[src/rtl/ber_sync_pkg.sv]
// ============================================================================
//  Module      : ber_sync_pkg
//  Description : Shared state encodings, PRBS9 constants and helper functions
//                for the BER sync controller.
//  Revision    : 1.0 - initial release
// ============================================================================
`default_nettype none

package ber_sync_pkg;

    typedef enum logic [1:0] {
        ST_IDLE = 2'd0,
        ST_SYNC = 2'd1,
        ST_BER  = 2'd2
    } state_t;

    // x^9 + x^5 + 1 : feedback taps at lfsr[8] and lfsr[4]
    localparam int         c_prbs9_tap_a        = 8;
    localparam int         c_prbs9_tap_b        = 4;
    localparam logic [8:0] c_prbs9_default_seed = 9'h1AA;

    function automatic logic [8:0] prbs9_next(input logic [8:0] s);
        return {s[7:0], s[c_prbs9_tap_a] ^ s[c_prbs9_tap_b]};
    endfunction

    // Counter width able to hold 0..n-1, never narrower than one bit
    function automatic int cnt_width(input int n);
        return (n > 1) ? $clog2(n) : 1;
    endfunction

endpackage

`default_nettype wire

[src/rtl/ber_sync_ctrl_if.sv]
// ============================================================================
//  Module      : ber_sync_ctrl_if
//  Description : Receive-control inputs and counter-facing outputs of the
//                BER sync controller.
//  Revision    : 1.0 - initial release
// ============================================================================
`default_nettype none

interface ber_sync_ctrl_if;
    logic i_en_rx;
    logic i_ctrl;
    logic i_ber_ok;
    logic o_prbs_bit;
    logic o_synchro_en;
    logic o_prbs_cmp_curr_addr_done;
    logic o_ber_counter_en;
    logic o_ber_clr;
    logic o_sync_done;

    modport master (
        output i_en_rx, i_ctrl, i_ber_ok,
        input  o_prbs_bit, o_synchro_en, o_prbs_cmp_curr_addr_done,
               o_ber_counter_en, o_ber_clr, o_sync_done
    );

    modport slave (
        input  i_en_rx, i_ctrl, i_ber_ok,
        output o_prbs_bit, o_synchro_en, o_prbs_cmp_curr_addr_done,
               o_ber_counter_en, o_ber_clr, o_sync_done
    );
endinterface

`default_nettype wire

[src/rtl/ber_sync_ctrl_prbs9_gen.sv]
// ============================================================================
//  Module      : prbs9_gen
//  Description : PRBS9 (x^9+x^5+1) reference generator with seed load and
//                strobe-gated stepping.
//  Revision    : 1.0 - initial release
// ============================================================================
`default_nettype none

module prbs9_gen
    import ber_sync_pkg::*;
#(
    parameter logic [8:0] SEED = c_prbs9_default_seed
) (
    input  wire logic clk,
    input  wire logic i_reset,
    input  wire logic i_load_seed,
    input  wire logic i_step,
    output logic      o_bit
);

    logic [8:0] r_lfsr;
    logic       r_bit;
    logic [8:0] w_lfsr_next;

    assign w_lfsr_next = prbs9_next(r_lfsr);

    // The output bit reads 0 until the first step, then tracks lfsr[8]
    always_ff @(posedge clk) begin
        if (i_reset || i_load_seed) begin
            r_lfsr <= SEED;
            r_bit  <= 1'b0;
        end else if (i_step) begin
            r_lfsr <= w_lfsr_next;
            r_bit  <= w_lfsr_next[8];
        end
    end

    assign o_bit = r_bit;

endmodule

`default_nettype wire

[src/rtl/ber_sync_ctrl.sv]
// ============================================================================
//  Module      : ber_sync_ctrl
//  Description : Latency-sweep sequencer and PRBS9 reference source for the
//                BER counter. Optional macro: BER_SYNC_AUTO_RESYNC_EN.
//  Revision    : 1.0 - initial release
// ============================================================================
`default_nettype none

module ber_sync_ctrl
    import ber_sync_pkg::*;
#(
    parameter int         PRBS_MAX_CYCLES = 511,
    parameter int         WINDOW_LEN      = 511,
    parameter logic [8:0] PRBS_SEED       = c_prbs9_default_seed,
    parameter int         RESYNC_HOLDOFF  = 4096
) (
    input  wire logic      clk,
    input  wire logic      i_reset,
    ber_sync_ctrl_if.slave bus
);

    localparam int c_win_w  = cnt_width(WINDOW_LEN);
    localparam int c_addr_w = cnt_width(PRBS_MAX_CYCLES);

    localparam logic [c_win_w-1:0]  c_win_last  = c_win_w'(WINDOW_LEN - 1);
    localparam logic [c_win_w-1:0]  c_win_pre   = c_win_w'(WINDOW_LEN - 2);
    localparam logic [c_addr_w-1:0] c_addr_last = c_addr_w'(PRBS_MAX_CYCLES - 1);

    state_t              r_state;
    logic [c_win_w-1:0]  r_win_cnt;
    logic [c_addr_w-1:0] r_addr_cnt;
    logic                r_synchro_en;
    logic                r_addr_done;
    logic                r_ber_counter_en;
    logic                r_sync_done;
    logic                r_ber_clr;

    logic w_clear;
    logic w_resync;
    logic w_prbs_step;
    logic w_prbs_bit;

    assign w_clear     = i_reset || !bus.i_en_rx;
    assign w_prbs_step = bus.i_ctrl && (r_state != ST_IDLE);

`ifdef BER_SYNC_AUTO_RESYNC_EN
    localparam int c_hold_w = cnt_width(RESYNC_HOLDOFF + 1);
    localparam logic [c_hold_w-1:0] c_hold_max = c_hold_w'(RESYNC_HOLDOFF);

    logic [c_hold_w-1:0] r_holdoff;
    logic                w_hold_sat;

    assign w_hold_sat = (r_holdoff == c_hold_max);
    assign w_resync   = bus.i_ctrl && (r_state == ST_BER) && w_hold_sat && !bus.i_ber_ok;

    // i_ber_ok is only trusted once the counter has seen a full holdoff of BER strobes
    always_ff @(posedge clk) begin
        if (w_clear) begin
            r_holdoff <= '0;
        end else if (bus.i_ctrl && (r_state == ST_BER)) begin
            if (w_resync)
                r_holdoff <= '0;
            else if (!w_hold_sat)
                r_holdoff <= r_holdoff + 1'b1;
        end
    end
`else
    logic w_unused;

    assign w_resync = 1'b0;
    assign w_unused = bus.i_ber_ok ^ (RESYNC_HOLDOFF != 0);
`endif

    prbs9_gen #(
        .SEED (PRBS_SEED)
    ) u_prbs9_gen (
        .clk         (clk),
        .i_reset     (w_clear),
        .i_load_seed (w_resync),
        .i_step      (w_prbs_step),
        .o_bit       (w_prbs_bit)
    );

    always_ff @(posedge clk) begin
        if (w_clear) begin
            r_state          <= ST_IDLE;
            r_win_cnt        <= '0;
            r_addr_cnt       <= '0;
            r_synchro_en     <= 1'b0;
            r_addr_done      <= 1'b0;
            r_ber_counter_en <= 1'b0;
            r_sync_done      <= 1'b0;
            r_ber_clr        <= 1'b0;
        end else begin
            r_ber_clr <= 1'b0;
            if (bus.i_ctrl) begin
                case (r_state)
                    ST_IDLE: begin
                        r_state      <= ST_SYNC;
                        r_synchro_en <= 1'b1;
                        r_win_cnt    <= '0;
                        r_addr_cnt   <= '0;
                    end
                    ST_SYNC: begin
                        if (r_win_cnt == c_win_last) begin
                            r_addr_done <= 1'b0;
                            r_win_cnt   <= '0;
                            if (r_addr_cnt == c_addr_last) begin
                                r_state          <= ST_BER;
                                r_synchro_en     <= 1'b0;
                                r_ber_counter_en <= 1'b1;
                                r_sync_done      <= 1'b1;
                            end else begin
                                r_addr_cnt <= r_addr_cnt + 1'b1;
                            end
                        end else begin
                            r_win_cnt   <= r_win_cnt + 1'b1;
                            // done level covers the last strobe interval of the window
                            r_addr_done <= (r_win_cnt == c_win_pre);
                        end
                    end
                    ST_BER: begin
                        if (w_resync) begin
                            r_state          <= ST_IDLE;
                            r_ber_counter_en <= 1'b0;
                            r_sync_done      <= 1'b0;
                            r_ber_clr        <= 1'b1;
                        end
                    end
                    default: begin
                        r_state <= ST_IDLE;
                    end
                endcase
            end
        end
    end

    assign bus.o_prbs_bit                = w_prbs_bit;
    assign bus.o_synchro_en              = r_synchro_en;
    assign bus.o_prbs_cmp_curr_addr_done = r_addr_done;
    assign bus.o_ber_counter_en          = r_ber_counter_en;
    assign bus.o_ber_clr                 = r_ber_clr;
    assign bus.o_sync_done               = r_sync_done;

endmodule

`default_nettype wire
[src/flat_wrapper.sv]
// flat-port wrapper written by rule: the top's interface ports become plain ports
module ber_sync_ctrl_flat import ber_sync_pkg::*;
#(
    parameter int         PRBS_MAX_CYCLES = 511,
    parameter int         WINDOW_LEN      = 511,
    parameter logic [8:0] PRBS_SEED       = c_prbs9_default_seed,
    parameter int         RESYNC_HOLDOFF  = 4096
)
  (clk, i_reset, bus_i_en_rx, bus_i_ctrl, bus_i_ber_ok, bus_o_prbs_bit, bus_o_synchro_en, bus_o_prbs_cmp_curr_addr_done, bus_o_ber_counter_en, bus_o_ber_clr, bus_o_sync_done);
  ber_sync_ctrl_if bus_i ();
  input  wire logic clk;
  input  wire logic i_reset;
  input wire logic [$bits(bus_i.i_en_rx)-1:0] bus_i_en_rx;
  input wire logic [$bits(bus_i.i_ctrl)-1:0] bus_i_ctrl;
  input wire logic [$bits(bus_i.i_ber_ok)-1:0] bus_i_ber_ok;
  output wire logic [$bits(bus_i.o_prbs_bit)-1:0] bus_o_prbs_bit;
  output wire logic [$bits(bus_i.o_synchro_en)-1:0] bus_o_synchro_en;
  output wire logic [$bits(bus_i.o_prbs_cmp_curr_addr_done)-1:0] bus_o_prbs_cmp_curr_addr_done;
  output wire logic [$bits(bus_i.o_ber_counter_en)-1:0] bus_o_ber_counter_en;
  output wire logic [$bits(bus_i.o_ber_clr)-1:0] bus_o_ber_clr;
  output wire logic [$bits(bus_i.o_sync_done)-1:0] bus_o_sync_done;
  assign bus_i.i_en_rx = bus_i_en_rx;
  assign bus_i.i_ctrl = bus_i_ctrl;
  assign bus_i.i_ber_ok = bus_i_ber_ok;
  assign bus_o_prbs_bit = bus_i.o_prbs_bit;
  assign bus_o_synchro_en = bus_i.o_synchro_en;
  assign bus_o_prbs_cmp_curr_addr_done = bus_i.o_prbs_cmp_curr_addr_done;
  assign bus_o_ber_counter_en = bus_i.o_ber_counter_en;
  assign bus_o_ber_clr = bus_i.o_ber_clr;
  assign bus_o_sync_done = bus_i.o_sync_done;
  ber_sync_ctrl #(.PRBS_MAX_CYCLES(PRBS_MAX_CYCLES), .WINDOW_LEN(WINDOW_LEN), .PRBS_SEED(PRBS_SEED), .RESYNC_HOLDOFF(RESYNC_HOLDOFF)) u_core (.clk(clk), .i_reset(i_reset), .bus(bus_i));
endmodule
[config.mk]
export PLATFORM = sky130hd
export DESIGN_NAME = ber_sync_ctrl_flat
export DESIGN_NICKNAME = d
export VERILOG_FILES = /design/src/rtl/ber_sync_pkg.sv /design/src/rtl/ber_sync_ctrl_if.sv /design/src/rtl/ber_sync_ctrl_prbs9_gen.sv /design/src/rtl/ber_sync_ctrl.sv /design/src/flat_wrapper.sv
export SDC_FILE = /design/constraint.sdc
export NUM_CORES = 1
export LEC_CHECK = 0
export CORE_UTILIZATION = 55
export CTS_BUF_LIST = sky130_fd_sc_hd__clkbuf_16
export CTS_CLUSTER_SIZE = 12
export DETAILED_ROUTE_END_ITERATION = 10
export PLACE_DENSITY_LB_ADDON = 0.08
export SLEW_MARGIN = 20
export SYNTH_ARGS = -nofsm -noshare
export SYNTH_HDL_FRONTEND = slang
export SYNTH_SLANG_ARGS = --single-unit
[constraint.sdc]
create_clock -name clk -period 3.9 [get_ports clk]
set_input_delay 0.78 -clock clk [delete_from_list [all_inputs] [get_ports clk]]
set_output_delay 0.78 -clock clk [all_outputs]
set_load 0.01 [all_outputs]
==> After elaboration in Yosys (flattened, before gate mapping) <==
Index checks and enable logic that the tools add are counted.
{ "op_classes": {"reduce_logical": 12, "n_eq_ne": 8, "addsub": 2, "bitwise_logic": 2, "n_mux": 12} }
{ "op_table": {"columns": ["op", "count"], "rows": [
  ["$pmux W9 S2", 2],
  ["$eq A9 B9 Y1 const B", 3],
  ["$mux W9", 3],
  ["$add A9 B1 Y9 const B", 2],
  ["$reduce_and A4 Y1", 4],
  ["$pmux W2 S3", 1],
  ["$mux W2", 2],
  ["$ne A2 B1 Y1 const B", 2],
  ["$reduce_and A2 Y1", 2],
  ["$reduce_bool A2 Y1", 2],
  ["$mux W1", 3],
  ["$eq A2 B1 Y1 const B", 1],
  ["$eq A2 B2 Y1 const B", 1],
  ["$logic_not A2 Y1", 1],
  ["$ne A2 B2 Y1 const B", 1],
  ["$pmux W1 S2", 1],
  ["$logic_and A1 B1 Y1", 1],
  ["$logic_not A1 Y1", 1],
  ["$logic_or A1 B1 Y1", 1],
  ["$not A1 Y1", 1],
  ["$xor A1 B1 Y1", 1]
]} }
{ "word_totals": {"output_inout_bits": 6, "elab_cells": 44, "ff_bits": 33, "inputBits": 5} }

==> Depth between registers and ports, before layout <==
{ "depth": {"word_depth": 4, "depth_mapped": 6, "depth_no_buf": 6} }

==> By module <==
A second synthesis with hierarchy kept.
{ "unflattened": {"cells_unflattened": 191, "hier_area_um2": 1672.9} }
{ "modules_own_cells": {"columns": ["mod", "n_inst", "seq_area_each_um2", "cells_each", "area_each_um2"], "rows": [
  ["ber_sync_ctrl", 1, 460.4, 156, 1301.2],
  ["prbs9_gen", 1, 200.2, 35, 371.6]
]} }

==> Worst setup path after synthesis <==
Ideal clock, no wire load.
{ "synth_timing": {"path_kind": "input port to flip-flop", "from": "in bus_i_en_rx", "to": "reg u_core.r_addr_cnt[5]", "t_required_ns": 3.813, "path_slack_ns": 2.081, "path_stages": 4, "arrival_time_ns": 1.732, "setup_time_ns": 0.087, "cell_sequence": "nor2b_1 nand3_1 or2_2 o31ai_1"} }
{ "synth_via": {"elab_chain_cells": 2} }
{ "synth_rtl": {"columns": ["item", "line_no", "source"], "rows": [
  ["start, declared", "flat_wrapper.sv:13", "input wire logic [$bits(bus_i.i_en_rx)-1:0] bus_i_en_rx;"],
  ["$logic_not A1 Y1", "ber_sync_ctrl.sv:43", "assign w_clear = i_reset || !bus.i_en_rx;"],
  ["$logic_or A1 B1 Y1", "ber_sync_ctrl.sv:43", null],
  ["end signal, assigned", "ber_sync_ctrl.sv:114", "r_addr_cnt <= r_addr_cnt + 1'b1;"],
  ["end, declared", "ber_sync_ctrl.sv:31", "logic [c_addr_w-1:0] r_addr_cnt;"]
]} }
Every way passes these cells.
A chain may end at the register's enable or synchronous reset.

==> Final worst setup path <==
{ "layout_timing": {"from": "in bus_i_ctrl", "to": "reg u_core.r_win_cnt[5]"} }
{ "layout_via": {"elab_chain_cells": 1} }
{ "layout_rtl": {"columns": ["item", "line_no", "source"], "rows": [
  ["start, declared", "flat_wrapper.sv:14", "input wire logic [$bits(bus_i.i_ctrl)-1:0] bus_i_ctrl;"],
  ["$reduce_and A2 Y1 (no source line)", null, null],
  ["end signal, assigned", "ber_sync_ctrl.sv:117", "r_win_cnt <= r_win_cnt + 1'b1;"],
  ["end, declared", "ber_sync_ctrl.sv:30", "logic [c_win_w-1:0] r_win_cnt;"]
]} }
Every way passes these cells.

==> results.md <==
* Run status: finished, final reports clean
* Critical path fanouts, max at 12
* Arrival time of the worst setup path at between 2 and 3 ns
* Overall fraction of global-route tracks in use at between 20% and 30%
* Number of antenna violations at the first check in global routing at 0
* Total negative slack for setup checks at 0 ns
* Antenna diode instance count at 0
* Critical path startpoint category: input port
* Post-route insts no fill at about 230
* Total number of vias at roughly 1500
* Clock sink count at 33
* Critical Setup Path Class: in2reg
* Global-route wire length before repair at roughly 6.2 mm
* Sum of routed wire length over all layers at between 3 and 4 mm
* Number of unique standard cell types used by synthesis at between 40 and 50
* Count of final hold-check violations at 0
* Number of maximum-capacitance violations at 0
* Synthesized flop and latch total at 33
* Ratio of routed vias to standard cells at ~6.2
* HPWL after detailed placement at between 2 and 2.5 mm
* Fraction of the yosys area taken by sequential cells at about 40%
* Post-synthesis area per instance at around 8.4 um2
* Combined buffer and inverter count along the critical path at 1
* Overall power consumption at 0.743 mW
* Leading register cell type out of synthesis: dfxtp_1
* Standard-cell rows at 19
* Count of flip-flops with a built-in enable after synthesis at 0
* Width of the die at 56.7 um
* Period minus WS final at 2.33 ns
* Fraction of layout cells with a size suffix above 1 at about 10%
* Largest net degree at the start of global routing at 17
* Lkg Pwr at between 0.6 and 0.7 nW
* Residual antenna-violating net count after detailed routing at 0
* Setup repair after global routing missed its margin: no
* Critical-path top delay cell: clkdlybuf4s50_1
* Maximum clock path buffer count at 2
* Pre-CTS setup slack at around 1.3 ns
* Synthesis Warnings at 0
* PnR worst setup slack at 1.57 ns
* Crit share post-route at between 50% and 60%
* Standard cell area after detailed placement at approximately 1700 um2
* Final core utilization at roughly 66%
* GP Congestion at ~0.84
* Critical path required time at between 4 and 5 ns
* Placeable core region at ~2800 um2
* Net count of the mapped netlist at approximately 200
* Total setup violations reported at the end of the flow at 0
* Worst Max-Slew Pin Slew at between 0.6 and 0.7 ns
* Peak VDD IR at just over 0.0003 V
* Max-Slew Margin vs Limit at approximately 54%
* Root Buffer: clkbuf_16
* Post-cts repair resize count at 0
* Delay of the slowest cell on the worst path at roughly 0.55 ns
* Top Ports at 11
* Depth of the worst register-to-register path at 6
* DRC violations left at 0
* Remaining global-route overflow at 0
* Min-delay worst type: reg2reg
* Number of buffers created by CTS at 5
* Detailed-route wire length per cell at roughly 15 um
* Async set-or-reset flop fraction in the synthesized netlist at 0%
* Maximum clock frequency at between 400 and 500 MHz
* Gate count after technology mapping at about 200
* Placed instance count at 226
* Post-CTS Hold Buffers at 0
* Worst hold slack after final layout at about 0.46 ns
* Die ar. at roughly 3200 um2
* CTS tree: yes
* DRT Pass-1 Iters at 4
* Starting utilization of the core area at 58.7%
* Areal power density over the cells at roughly 400 nW/um2
* Cell Chain, Critical Path: clkdlybuf4s50_1 -> nand2b_1 -> nor2_1 -> nand3_1 -> a311oi_1
* Source-to-sink clock delay at the later pin of the worst-skew pair at approximately 0.28 ns
* Post-synthesis instance area at around 1600 um2
* Max Slew Vio Count at 0
* Clock slew seen by the registers of the worst setup and hold paths at 0.05 ns
* Critical Path Sink Type: register
* Nets@finish at roughly 210
* Die height at ~57 um
* Number of DRC markers in iteration 0 at 117
* Final worst clock skew at approximately 0.0076 ns
* Via count of the first global-routing pass at roughly 1400
* Synthesis-to-layout area growth at 13.0%
* Post-route cell area at 1860 um2
* Dominant delay contributor by cell family on the critical path: simple AND/OR/NAND/NOR gates
* Setup fix buffers added after clock tree synthesis at 0
* Count of H-tree levels built during CTS at 2
* PortBufs at 8
* Depth of the critical timing path with buffers and inverters included at 5
* Worst hold path cell count at 2
## cell families after synthesis
kind of cell,count (synthesis),share of synthesized area (%)
buf+inv,18,5.16
flops,33,40.1
other cells,1,0.228
simple gates,87,28.5
compound gates,47,19.5
fa+ha+maj,5,3.80
mux,1,0.607
xor+xnor,4,2.13
## tightest hold or removal path: stages, from the launching register on
cell,delay (ns)
dfxtp_1,0.30
nand2_1,0.05
a21oi_1,0.05
## sequential cells by signal, summed over array words and instances (netlist names)
signal                                count
u_core.bus.o_prbs_cmp_curr_addr_done      1
u_core.r_win_cnt                          9
u_core.u_prbs9_gen.r_lfsr                 9
u_core.bus.o_synchro_en                   1
u_core.bus.o_sync_done                    1
u_core.r_state                            2
u_core.u_prbs9_gen.o_bit                  1
u_core.r_addr_cnt                         9
## area by class of cell
cell class | instances | area [um2]
repair buffers | 10 | 95.1
clock inverters | 3 | 13.8
well taps | 31 | 38.8
multi-input cells | 145 | 902
inverters | 7 | 26.3
clock buffers | 5 | 125
fillers | 241 | 943
flip-flops and latches | 33 | 661
## cell usage in the layout, fill, tap and decap left out, types with 3 or more instances in the layout
master           Yosys  routed
a211oi_1             3       3
a21oi_1             17      17
a311oi_1             4       4
a31oi_1              4       4
and4_1               3       3
clkbuf_16            0       5
clkdlybuf4s50_1      0       8
dfxtp_1             33      33
ha_1                 5       5
inv_1                7       8
nand2_1             34      34
nand2b_1             4       4
nand3_1             10      10
nand4_1              5       5
nor2_1               8       8
o21ai_0              3       3
o311ai_0             4       4
o31ai_1              5       5
or2_2                3       3
## report_power, final
part	switching [mW]	internal, mW
Clock	0.134	0.231
Sequential	0.00396	0.341
Combinational	0.0207	0.0118
## layer usage
layer	global-route usage, %	wire [um]	vias up
met5	0	0	-
met3	5.76	181	9
met4	9.06	62	0
li1	-	-	722
met1	33.0	1630	677
met2	37.8	1610	44
## final timing paths
path / start / to / slack [ns]
max: bus_i_ctrl / u_core.r_win_cnt[5] / 1.57
min: u_core.u_prbs9_gen.o_bit / u_core.u_prbs9_gen.o_bit / 0.46
max reg2reg: u_core.r_win_cnt[0] / u_core.r_addr_cnt[4] / 2.01
min reg2reg: u_core.u_prbs9_gen.o_bit / u_core.u_prbs9_gen.o_bit / 0.46
## synthesized netlist by cell type (2+ instances only)
library cell | instances | area [um2]
nand2_1 | 34 | 128
dfxtp_1 | 33 | 661
a21oi_1 | 17 | 85.1
nand3_1 | 10 | 50.1
nor2_1 | 8 | 30.0
inv_1 | 7 | 26.3
ha_1 | 5 | 62.6
nand4_1 | 5 | 31.3
o31ai_1 | 5 | 37.5
a311oi_1 | 4 | 35.0
a31oi_1 | 4 | 25.0
buf_4 | 4 | 30.0
clkbuf_1 | 4 | 15.0
nand2b_1 | 4 | 25.0
o311ai_0 | 4 | 35.0
a211oi_1 | 3 | 22.5
and4_1 | 3 | 26.3
o21ai_0 | 3 | 15.0
or2_2 | 3 | 18.8
and4_2 | 2 | 20.0
buf_2 | 2 | 10.0
nand3b_1 | 2 | 15.0
nor2b_1 | 2 | 12.5
o211ai_1 | 2 | 15.0
or3_1 | 2 | 12.5
or4_1 | 2 | 15.0
xnor2_1 | 2 | 17.5
xor2_1 | 2 | 17.5
No activity file was read; power rests on OpenSTA's default activity.
